[src/rtl/sdio_pixel_assembler_pkg.sv]
// -----------------------------------------------------------------------------
// sdio_pixel_assembler_pkg
//
// Purpose:
//   Shared definitions for the SDIO pixel assembler and the scan-out path:
//   pixel format codes, pixel/entry widths, the FIFO entry layout and the
//   RGB565 -> RGB888 expansion helper.
//
// Contents:
//   FMT_565 / FMT_888   format codes carried by the format latch
//   PIX565_W / PIX888_W raw pixel widths in bits
//   RGB_ENTRY_W         width of one FIFO entry {sof, r, g, b}
//   rgb_entry_t         packed view of a FIFO entry
//   rgb565_to_888()     bit-replicating 5:6:5 -> 8:8:8 expansion
// -----------------------------------------------------------------------------
package sdio_pixel_assembler_pkg;

    localparam logic FMT_565 = 1'b0;
    localparam logic FMT_888 = 1'b1;

    localparam int PIX565_W    = 16;
    localparam int PIX888_W    = 24;
    localparam int RGB_ENTRY_W = 25;

    typedef struct packed {
        logic       sof;
        logic [7:0] r;
        logic [7:0] g;
        logic [7:0] b;
    } rgb_entry_t;

    // Replicating the top bits into the new LSBs maps full-scale 565 values
    // onto full-scale 888 values (1F -> FF, 3F -> FF) and zero onto zero.
    function automatic logic [23:0] rgb565_to_888(input logic [15:0] p);
        return {p[15:11], p[15:13], p[10:5], p[10:9], p[4:0], p[4:2]};
    endfunction

endpackage

[src/rtl/sdio_pixel_assembler_sync_fifo.sv]
// -----------------------------------------------------------------------------
// sync_fifo
//
// Purpose:
//   Single-clock first-word-fall-through FIFO with synchronous active-low
//   reset. The head entry is presented directly from storage so a write on
//   one edge is visible at the output right after that edge. Reusable by the
//   scan-out path.
//
// Parameters:
//   WIDTH   entry width in bits
//   DEPTH   number of entries; power of two, >= 2
//
// Ports:
//   clk      in   clock
//   rst_n    in   synchronous active-low reset (pointers only)
//   push_i   in   write wdata_i; ignored when full unless a pop happens too
//   wdata_i  in   WIDTH  write data
//   pop_i    in   remove the head; ignored when empty
//   rdata_o  out  WIDTH  head entry, forced to 0 while empty
//   full_o   out  FIFO holds DEPTH entries
//   empty_o  out  FIFO holds no entries
//   level_o  out  $clog2(DEPTH)+1  current occupancy 0..DEPTH
// -----------------------------------------------------------------------------
module sync_fifo #(
    parameter int WIDTH = 25,
    parameter int DEPTH = 16
) (
    input  logic                     clk,
    input  logic                     rst_n,
    input  logic                     push_i,
    input  logic [WIDTH-1:0]         wdata_i,
    input  logic                     pop_i,
    output logic [WIDTH-1:0]         rdata_o,
    output logic                     full_o,
    output logic                     empty_o,
    output logic [$clog2(DEPTH):0]   level_o
);

    localparam int AW = $clog2(DEPTH);

    // Pointers carry one extra MSB so full and empty can be told apart when
    // the address bits match.
    logic [AW:0]      wr_ptr_q, wr_ptr_d;
    logic [AW:0]      rd_ptr_q, rd_ptr_d;
    logic [WIDTH-1:0] mem_q [DEPTH];
    logic             do_push;
    logic             do_pop;

    assign empty_o = (wr_ptr_q == rd_ptr_q);
    assign full_o  = (wr_ptr_q[AW] != rd_ptr_q[AW]) &&
                     (wr_ptr_q[AW-1:0] == rd_ptr_q[AW-1:0]);

    // A pop on the same edge frees the slot being written, so a push into a
    // full FIFO is accepted in that case (the slot is the current head).
    assign do_pop  = pop_i && !empty_o;
    assign do_push = push_i && (!full_o || do_pop);

    assign level_o = wr_ptr_q - rd_ptr_q;
    assign rdata_o = empty_o ? '0 : mem_q[rd_ptr_q[AW-1:0]];

    always_comb begin
        wr_ptr_d = wr_ptr_q + (AW+1)'(do_push);
        rd_ptr_d = rd_ptr_q + (AW+1)'(do_pop);
    end

    always_ff @(posedge clk) begin
        if (!rst_n) begin
            wr_ptr_q <= '0;
            rd_ptr_q <= '0;
        end else begin
            wr_ptr_q <= wr_ptr_d;
            rd_ptr_q <= rd_ptr_d;
        end
    end

    // Storage is deliberately left out of reset so it maps onto RAM; stale
    // contents are never visible because the output is masked while empty.
    always_ff @(posedge clk) begin
        if (do_push) begin
            mem_q[wr_ptr_q[AW-1:0]] <= wdata_i;
        end
    end

endmodule

[src/rtl/sdio_pixel_assembler.sv]
// -----------------------------------------------------------------------------
// sdio_pixel_assembler
//
// Purpose:
//   Collects BUS_W-bit beats from the SDIO data-lane front end MSB-first into
//   RGB565 or RGB888 pixels, expands them to 8:8:8, buffers complete pixels
//   in a FIFO and hands them on through a valid/ready interface.
//
// Parameters:
//   BUS_W       beat width in bits; 1, 2, 4 or 8
//   FIFO_DEPTH  pixel entries; power of two, >= 2
//
// Ports:
//   clk_pix    in   single clock
//   rst_n      in   synchronous active-low reset
//   in_valid   in   beat present on in_data (never back-pressured)
//   in_data    in   BUS_W  beat, MSB-first within the pixel
//   in_sof     in   with in_valid: this beat starts a frame
//   fmt_888    in   format, sampled only with the sof beat (0 = 565, 1 = 888)
//   out_valid  out  FIFO head is valid
//   out_ready  in   consumer takes the head when out_valid && out_ready
//   out_r/g/b  out  8 each expanded colour of the head pixel
//   out_sof    out  head pixel is the first pixel of a frame
//   fifo_lvl   out  $clog2(FIFO_DEPTH)+1  FIFO occupancy
//   ovf        out  sticky: a pixel was dropped because the FIFO was full
//   sync_err   out  sticky: a sof beat cut a partially assembled pixel
//   drop_cnt   out  16  dropped-pixel count, saturating (only with
//                       SDIO_PIXASM_DROPCNT_EN defined)
//
// Build option:
//   SDIO_PIXASM_DROPCNT_EN  adds the drop_cnt port and its counter.
// -----------------------------------------------------------------------------
module sdio_pixel_assembler
    import sdio_pixel_assembler_pkg::*;
#(
    parameter int BUS_W      = 4,
    parameter int FIFO_DEPTH = 16
) (
    input  logic                          clk_pix,
    input  logic                          rst_n,
    input  logic                          in_valid,
    input  logic [BUS_W-1:0]              in_data,
    input  logic                          in_sof,
    input  logic                          fmt_888,
    output logic                          out_valid,
    input  logic                          out_ready,
    output logic [7:0]                    out_r,
    output logic [7:0]                    out_g,
    output logic [7:0]                    out_b,
    output logic                          out_sof,
    output logic [$clog2(FIFO_DEPTH):0]   fifo_lvl,
    output logic                          ovf,
    output logic                          sync_err
`ifdef SDIO_PIXASM_DROPCNT_EN
    ,
    output logic [15:0]                   drop_cnt
`endif
);

    localparam int LVL_W = $clog2(FIFO_DEPTH) + 1;

    // The shift register keeps the previous beats; together with the beat on
    // in_data it forms the full 24-bit window, so the completing beat can be
    // written straight into the FIFO on its own edge.
    localparam int SR_W  = PIX888_W - BUS_W;
    localparam int CNT_W = $clog2(PIX888_W / BUS_W) + 1;

    localparam logic [CNT_W-1:0] LAST_565 = CNT_W'(PIX565_W / BUS_W - 1);
    localparam logic [CNT_W-1:0] LAST_888 = CNT_W'(PIX888_W / BUS_W - 1);

    // Assembly state
    logic [CNT_W-1:0]    cnt_q, cnt_d;
    logic [SR_W-1:0]     sr_q, sr_d;
    logic                fmt_q, fmt_d;
    logic                sof_pend_q, sof_pend_d;
    logic                sync_err_q, sync_err_d;
    logic                ovf_q, ovf_d;

    logic [PIX888_W-1:0] pix_now;
    logic [CNT_W-1:0]    last_beat;
    logic                push;
    logic                drop;
    rgb_entry_t          wr_entry;
    rgb_entry_t          rd_entry;

    // FIFO interface
    logic [RGB_ENTRY_W-1:0] fifo_wdata;
    logic [RGB_ENTRY_W-1:0] fifo_rdata;
    logic                   fifo_full;
    logic                   fifo_empty;
    logic [LVL_W-1:0]       fifo_level;

    assign pix_now   = {sr_q, in_data};
    assign last_beat = (fmt_q == FMT_888) ? LAST_888 : LAST_565;

    // ------------------------------------------------------------------
    // Beat counter, format latch and sof tag
    // ------------------------------------------------------------------
    always_comb begin
        cnt_d      = cnt_q;
        fmt_d      = fmt_q;
        sof_pend_d = sof_pend_q;
        sync_err_d = sync_err_q;
        push       = 1'b0;
        sr_d       = sr_q;

        if (in_valid) begin
            sr_d = pix_now[SR_W-1:0];
            if (in_sof) begin
                // A sof beat always restarts assembly as beat 0 with the new
                // format. Every format has at least two beats, so this beat
                // can never also complete a pixel.
                fmt_d      = fmt_888;
                sof_pend_d = 1'b1;
                cnt_d      = CNT_W'(1);
                if (cnt_q != '0) begin
                    sync_err_d = 1'b1;
                end
            end else if (cnt_q == last_beat) begin
                push       = 1'b1;
                cnt_d      = '0;
                sof_pend_d = 1'b0;
            end else begin
                cnt_d = cnt_q + CNT_W'(1);
            end
        end
    end

    // ------------------------------------------------------------------
    // Expansion into a FIFO entry
    // ------------------------------------------------------------------
    always_comb begin
        wr_entry     = '0;
        wr_entry.sof = sof_pend_q;
        if (fmt_q == FMT_888) begin
            {wr_entry.r, wr_entry.g, wr_entry.b} = pix_now;
        end else begin
            {wr_entry.r, wr_entry.g, wr_entry.b} = rgb565_to_888(pix_now[PIX565_W-1:0]);
        end
    end

    assign fifo_wdata = wr_entry;

    // Full implies non-empty, so out_ready alone decides whether the head
    // leaves on this edge and makes room for the new pixel.
    assign drop  = push && fifo_full && !out_ready;
    assign ovf_d = ovf_q || drop;

    always_ff @(posedge clk_pix) begin
        if (!rst_n) begin
            cnt_q      <= '0;
            sr_q       <= '0;
            fmt_q      <= FMT_565;
            sof_pend_q <= 1'b0;
            sync_err_q <= 1'b0;
            ovf_q      <= 1'b0;
        end else begin
            cnt_q      <= cnt_d;
            sr_q       <= sr_d;
            fmt_q      <= fmt_d;
            sof_pend_q <= sof_pend_d;
            sync_err_q <= sync_err_d;
            ovf_q      <= ovf_d;
        end
    end

`ifdef SDIO_PIXASM_DROPCNT_EN
    logic [15:0] drop_cnt_q, drop_cnt_d;

    always_comb begin
        drop_cnt_d = drop_cnt_q;
        if (drop && (drop_cnt_q != 16'hFFFF)) begin
            drop_cnt_d = drop_cnt_q + 16'd1;
        end
    end

    always_ff @(posedge clk_pix) begin
        if (!rst_n) begin
            drop_cnt_q <= '0;
        end else begin
            drop_cnt_q <= drop_cnt_d;
        end
    end

    assign drop_cnt = drop_cnt_q;
`endif

    // ------------------------------------------------------------------
    // Pixel FIFO
    // ------------------------------------------------------------------
    sync_fifo #(
        .WIDTH (RGB_ENTRY_W),
        .DEPTH (FIFO_DEPTH)
    ) u_fifo (
        .clk     (clk_pix),
        .rst_n   (rst_n),
        .push_i  (push),
        .wdata_i (fifo_wdata),
        .pop_i   (out_ready),
        .rdata_o (fifo_rdata),
        .full_o  (fifo_full),
        .empty_o (fifo_empty),
        .level_o (fifo_level)
    );

    // Outputs come only from FIFO pointers/storage and the sticky registers.
    assign rd_entry  = rgb_entry_t'(fifo_rdata);
    assign out_valid = !fifo_empty;
    assign out_sof   = rd_entry.sof;
    assign out_r     = rd_entry.r;
    assign out_g     = rd_entry.g;
    assign out_b     = rd_entry.b;
    assign fifo_lvl  = fifo_level;
    assign ovf       = ovf_q;
    assign sync_err  = sync_err_q;

endmodule

[config.mk]
export PLATFORM = sky130hd
export DESIGN_NAME = sdio_pixel_assembler
export DESIGN_NICKNAME = d
export VERILOG_FILES = /design/src/rtl/sdio_pixel_assembler_pkg.sv /design/src/rtl/sdio_pixel_assembler_sync_fifo.sv /design/src/rtl/sdio_pixel_assembler.sv
export SDC_FILE = /design/constraint.sdc
export NUM_CORES = 1
export LEC_CHECK = 0
export ABC_AREA = 1
export ABC_CLOCK_PERIOD_IN_PS = 3000
export CORE_UTILIZATION = 40
export CTS_CLUSTER_DIAMETER = 30
export DETAILED_ROUTE_END_ITERATION = 8
export GPL_TIMING_DRIVEN = 0
export PLACE_DENSITY = 0.63
export SYNTH_ARGS = -nofsm -noshare
export SYNTH_HDL_FRONTEND = slang
export SYNTH_SLANG_ARGS = --single-unit
[constraint.sdc]
create_clock -name clk_pix -period 3 [get_ports clk_pix]
set_input_delay 0.3 -clock clk_pix [delete_from_list [all_inputs] [get_ports clk_pix]]
set_output_delay 0.3 -clock clk_pix [all_outputs]
set_load 0.01 [all_outputs]
==> metrics.yaml, run 1 <==
critical_path:
  reg2reg_from: "u_fifo.rd_ptr_q[2]"
  worstPathRequired_ps: 2700
  critPathKind: "register to primary output"
  start_kind: "register"
  cp_max_fo: 10
  endpoint_kind: "primary output"
  crit_start: "u_fifo.rd_ptr_q[3]"
  arrival_ps: 2680
  r2r_cells: 10
  timing.rr.end: "u_fifo.mem_q[6][11]"
  max_stage_delay_ps: 470
  worstSetupEndpoint: "out_r[4]"
  rrSetupSlack_ps: 60
  slowest_stage: "nor2_2"
  crit_chain: "inv_1 > nor2_2 > buf_2 > nand2_1 > nand2_1 > inv_1 > a21oi_1 > clkdlybuf4s15_1"
hold_path:
  hold_class: "primary input to register"
logic_synthesis:
  synth_area_per_cell_sq_um: 9.839
  synth_top_area_cell: "edfxtp_1"
  ys_types: 25
  syn_nets: 1967
  syn_area_sq_um: 19150
  seq_area_frac_synth: 0.6671
  synth_warnings: 0
  netlist_instances: 1946
  synth_top_area_share: 0.6274
  synth_area_leaders: "edfxtp_1, nand2_1, inv_1, nand3_1, dfxtp_1"
  ys_ff_latch: 438
cts:
  cts_root_buf: "clkbuf_16"
  ctsHtreeMaxLevel: 3
  clk_latency_ps: 600
  cts_tree: "yes"
  path_clk_slew_ps: 50
  numCtsBuffers: 93
  clock-sinks: 438
  clockBufferDepth: 3
global_routing:
  first_global_vias: 13780
  grt_antenna_before_repair: 2
  grt_util_all_layers: 0.2188
  grt_max_degree: 26
  grt_overflow: 0
  grt_pass1_wl_mm: 78.96
layout:
  nNetsFinal: 2124
  final_common_cell: "nand2_1"
  layout_common_cells: "nand2_1, edfxtp_1, inv_1"
  fillers: 4062
  postLayoutCoreUtil: 0.5137
  drive_gt1_frac: 0.1500
  antennaDiodeCount: 0
  area_delta_synth_final_pct: 25.70
floorplanning:
  die_h_microns: 220.8
  initial_core_util: 0.4086
  die_w_microns: 220.8
  rows: 79
  dieArea_sq_um: 48740
  top_level_ports: 43
  coreArea_sq_um: 46850
sta:
  setup_tns_ps: 0
  max_freq_mhz: 335.9
  period_share: 0.9923
  finalHoldWorstSlack_ps: 83.05
  slew_violations: 0
  fin_skew_ps: 20.69
  finalSetupViolCount: 0
  layout_min_cycle_time_ps: 2977
  rsz0062_at_grt: "true"
  max_slew_margin: 0.2834
  report.final.hold_viol_count: 0
  tightest_slew_ps: 1075
status:
  violations: "design-rule violations"
  status: "complete, but fails checks"
route:
  drtIter0Drc: 1199
  drt-total-wl_mm: 51.73
  vias_per_cell: 4.976
  routedWlPerCell_microns: 18.56
  ant_nets: 0
  via_count: 13870
  dr.pass1.iters: 7
  drc: 4
run:
  cap_violations: 0
place:
  gp_congestion: 0.8396
  port_buffers: 41
  dp_hpwl_mm: 32.46
power_and_ir_drop:
  irDropWorstVdd_v: 0.0004128
  powerDensity_nw_per_um2: 730.7
  p_leak_uw: 0.01041
## synth_stat cells
| cell | n |
|---|---|
| nand2_1 | 732 |
| inv_2 | 5 |
| clkinv_1 | 2 |
| nor2_1 | 50 |
| nand4_2 | 4 |
| edfxtp_1 | 400 |
| nand3_1 | 204 |
| buf_2 | 65 |
| xor2_1 | 2 |
| xor2_2 | 1 |
| nand4_1 | 1 |
| ha_1 | 10 |
| nor2_4 | 2 |
| o21ai_0 | 43 |
| dfxtp_1 | 38 |
| nor3_1 | 2 |
| inv_1 | 303 |
| a21oi_1 | 46 |
| fa_1 | 1 |
| o21ai_2 | 2 |
| buf_4 | 11 |
| xnor2_1 | 4 |
| clkbuf_1 | 14 |
| buf_1 | 2 |
| nand3_2 | 2 |
## state kept, by name (all words and copies together), names as in the netlist
name / count
u_fifo.mem_q: 400
sr_q: 20
u_fifo.rd_ptr_q: 5
u_fifo.wr_ptr_q: 5
cnt_q: 4
fmt_q: 1
ovf: 1
sof_pend_q: 1
sync_err: 1
## critical path: cells and delay by family, from the launching register on
family	cells	cell delay, ps
compound gates	1	250
buf+inv	4	810
flops	1	320
simple gates	3	690
## timing repair
item,4_1_cts,5_1_grt
hold buffers,0,0
pin swaps,2,2
setup buffers,10,1
cloned,1,0
resized for setup,96,35
endpoints found under the setup margin,433,359
## cell families after synthesis
| family | count (synthesis) | synth area share |
|---|---|---|
| compound gates | 91 | 0.02418 |
| xor+xnor | 7 | 0.003595 |
| fa+ha+maj | 11 | 0.007581 |
| buf+inv | 402 | 0.08522 |
| flops | 438 | 0.6671 |
| simple gates | 997 | 0.2123 |
## per-stage QoR
stage	power, uW	setup WS (ps)	area, sq um	cells
floorplan	7049	-94.25	19150	1946
global placement	7221	-1457	20320	2594
detailed placement	7261	-345.9	20600	2604
CTS	17660	-12.82	24020	2787
global route	18010	-24.27	24070	2787
finish	17590	23.17	24070	2787
## area by class of cell
class                   instances  area [sq um]  area share
well taps                     607         759.5     0.03156
inverters                     310          1171     0.04866
clock buffers                 105          2435      0.1012
repair buffers                 63         595.6     0.02475
multi-input cells            1106          4975      0.2067
flip-flops and latches        438         12780      0.5311
clock inverters                67         802.0     0.03332
plain buffers                  91         548.0     0.02277
## routing by layer
| metal | wire, microns | global-route usage | share of wire | up-vias |
|---|---|---|---|---|
| met5 | 0 | 0 | 0 | - |
| met4 | 1680 | 0.09543 | 0.032 | 0 |
| met3 | 4396 | 0.03519 | 0.085 | 99 |
| met2 | 23910 | 0.3515 | 0.46 | 596 |
| met1 | 21740 | 0.2929 | 0.42 | 6574 |
| li1 | - | - | - | 6598 |
## power breakdown
| group | leakage, uW | internal (uW) | total (uW) | switching (uW) |
|---|---|---|---|---|
| sequential | 0.00396 | 6760 | 6780 | 22.9 |
| clock | 0.00155 | 7120 | 10400 | 3310 |
| combinational | 0.00490 | 84.3 | 383 | 299 |
## worst min path at each step
| stage | endpoint | startpoint | cells after the start |
|---|---|---|---|
| floorplan | u_fifo.wr_ptr_q[4] | rst_n | 2 |
| global placement | sync_err | sync_err | 2 |
| detailed placement | ovf | ovf | 2 |
| CTS | sr_q[6] | in_valid | 3 |
| global route | sr_q[6] | in_valid | 3 |
| finish | sr_q[1] | in_valid | 3 |
No activity file was read; power rests on OpenSTA's default activity.
==> run 2: changes to the inputs <==
--- a/config.mk
+++ b/config.mk
@@ -7,6 +7,7 @@
 export LEC_CHECK = 0
 export ABC_AREA = 1
 export ABC_CLOCK_PERIOD_IN_PS = 3000
+export CORE_MARGIN = 8
 export CORE_UTILIZATION = 40
 export CTS_CLUSTER_DIAMETER = 30
 export DETAILED_ROUTE_END_ITERATION = 8
==> run 2 against run 1 <==
  * The flow now finishes without violations
  * Critical path depth up 1
  * Count of clock-buffer cells in the layout is 6 higher
  * Worst setup slack improved by 74 ps
  * Largest cell class unchanged
  * Clock skew rose by 6.1 ps
  * Sequential share of layout area fell by 0.18 points
  * Critical endpoint is now out_g[6]
  * Critical path type unchanged
  * Fmax grew 2.5%
  * Sequential cell count unchanged
==> metrics.yaml, run 2 (synthesized netlist as in run 1, its figures left out) <==
status:
  status: "completed"
sta:
  layout_min_cycle_time_ps: 2903  # -73.97 ps
  max_freq_mhz: 344.5  # +2.5%
  rsz0062_at_grt: "true"
  tightest_slew_ps: 1104  # +28.82 ps
  max_slew_margin: 0.2642  # -0.01921
  finalSetupViolCount: 0  # unchanged
  report.final.hold_viol_count: 0  # unchanged
  setup_tns_ps: 0  # unchanged
  finalHoldWorstSlack_ps: 79.30  # -3.755 ps
  fin_skew_ps: 26.79  # +6.100 ps
  period_share: 0.9676  # -0.02466
  slew_violations: 0  # unchanged
critical_path:
  cp_max_fo: 10  # unchanged
  arrival_ps: 2600  # -80 ps
  endpoint_kind: "primary output"
  max_stage_delay_ps: 530  # +60 ps
  start_kind: "register"
  cp.depth: 9  # +1
  r2r_cells: 10  # unchanged
  worstPathRequired_ps: 2700  # about the same
  crit_top_cell: "nand3_1"
  critPathTopFamily: "buffers and inverters"
  cp_num_buf_inv: 4  # unchanged
  crit_chain: "inv_2 > buf_2 > buf_2 > nand2_1 > nand3_1 > nand3_1 > nand3_1 > a21oi_4 > buf_6"
  critPathKind: "register to primary output"
  slowest_stage: "dfxtp_1"
hold_path:
  hold_class: "primary input to register"
  hold_path_depth: 3  # unchanged
power_and_ir_drop:
  p_leak_uw: 0.01042  # +0.13%
  powerDensity_nw_per_um2: 727.1  # -0.49%
  irDropWorstVdd_v: 0.0004915  # +19%
floorplanning:
  die_h_microns: 234.8  # +6.3%
  coreArea_sq_um: 47550  # +1.5%
  dieArea_sq_um: 55120  # +13%
  top_level_ports: 43  # unchanged
  rows: 80  # +1.3%
  initial_core_util: 0.4027  # -0.005958
  die_w_microns: 234.8  # +6.3%
layout:
  layout_common_cells: "nand2_1, edfxtp_1, inv_1"
  largest_reg_flops: 400  # unchanged
  area_delta_synth_final_pct: 26.11
  nNetsFinal: 2139  # +0.71%
  antennaDiodeCount: 0  # unchanged
  final_common_cell: "nand2_1"
  drive_gt1_frac: 0.1560  # +0.006022
global_routing:
  grt_overflow: 0  # unchanged
  grt_util_all_layers: 0.1868  # -0.03204
  grt_max_degree: 26  # unchanged
  grt_pass1_wl_mm: 79.63  # +0.84%
  first_global_vias: 14040  # +1.9%
  grt_antenna_before_repair: 0  # -2
place:
  port_buffers: 41  # unchanged
  gp_congestion: 0.8617  # +2.6%
  dp_hpwl_mm: 33.05  # +1.8%
route:
  dr.pass1.iters: 5  # -2
  ant_nets: 0  # unchanged
  vias_per_cell: 4.986  # +0.20%
  drtIter0Drc: 1282  # +6.9%
  drt-total-wl_mm: 52.44  # +1.4%
  routedWlPerCell_microns: 18.68  # +0.65%
  via_count: 14000  # +0.92%
  drc: 0  # -4
cts:
  path_clk_slew_ps: 50  # about the same
  clockBufferDepth: 3  # unchanged
  cts-hold-fix-buffers: 0  # unchanged
  numCtsBuffers: 96  # +3.2%
  clk_latency_ps: 610  # about the same
  ctsHtreeMaxLevel: 3  # unchanged
  cts_root_buf: "clkbuf_16"
  clock-sinks: 438  # unchanged
  cts_tree: "yes"
run:
  cap_violations: 0  # unchanged
-- run 2: per-stage QoR --
step,area (sq um),std cells,setup WS (ps),total power [uW],utilization
floorplan,19150,1946,-94.25,7049,-
finish,24140,2807,97.14,17550,0.5078
global route,24140,2807,-20.75,17990,0.5078
global placement,20330,2602,-1406,7222,0.4275
CTS,24130,2802,-0.8689,17640,0.5076
detailed placement,20630,2615,-349.3,7262,0.4339
-- run 2: area by class of cell --
class | count | area [sq um]
Timing Repair Buffer | 74 | 626.9
Fill cell | 4050 | 23400
Tap cell | 615 | 769.5
Multi-Input combinational cell | 1106 | 5020
Buffer | 92 | 566.8
Inverter | 310 | 1171
Clock buffer | 111 | 2480
Sequential cell | 438 | 12780
Clock inverter | 61 | 732.0
-- run 2: layer usage --
layer  routed length [microns]  track usage  part of all wire  vias to the layer above
li1                          -            -                 -                     6624
met3                      4763      0.04752             0.091                      119
met4                      2103      0.09118             0.040                        0
met2                     23860       0.2931              0.46                      600
met5                         0            0                 0                        -
met1                     21710       0.2395              0.41                     6652
-- run 2: worst register-to-register path: cells and delay by family (launching register included) --
family	cells	cell delay (ps)
simple gates	5	1360
fa+ha+maj	1	220
flops	1	360
buf+inv	4	540
-- run 2: repair_timing --
action | CTS | global route
buffers inserted | 15 | 5
endpoints found under the setup margin | 417 | 321
gates cloned | 0 | 0
pin swaps | 2 | 2
resized for setup | 128 | 44
-- run 2: worst paths after layout --
kind,to,slack (ps),from
worst max-delay path,out_g[6],100,u_fifo.rd_ptr_q[0]
worst min-delay path,sr_q[6],80,in_valid
worst max register to register,u_fifo.mem_q[2][6],110,u_fifo.rd_ptr_q[1]
worst min register to register,sync_err,500,sync_err
-- run 2: where the power goes --
group	total, uW	internal (uW)	switching (uW)
registers	6780	6760	22.2
clock network	10400	7080	3300
logic	389	85.6	303
total	17600	13900	3630
==> run 3: changes to the inputs <==
--- a/config.mk
+++ b/config.mk
@@ -7,7 +7,7 @@
 export LEC_CHECK = 0
 export ABC_AREA = 1
 export ABC_CLOCK_PERIOD_IN_PS = 3000
-export CORE_MARGIN = 8
+export CORE_MARGIN = 1
 export CORE_UTILIZATION = 40
 export CTS_CLUSTER_DIAMETER = 30
 export DETAILED_ROUTE_END_ITERATION = 8
==> results of run 3 <==
No change in the layout: final DEF, timing and power equal those of run 1.
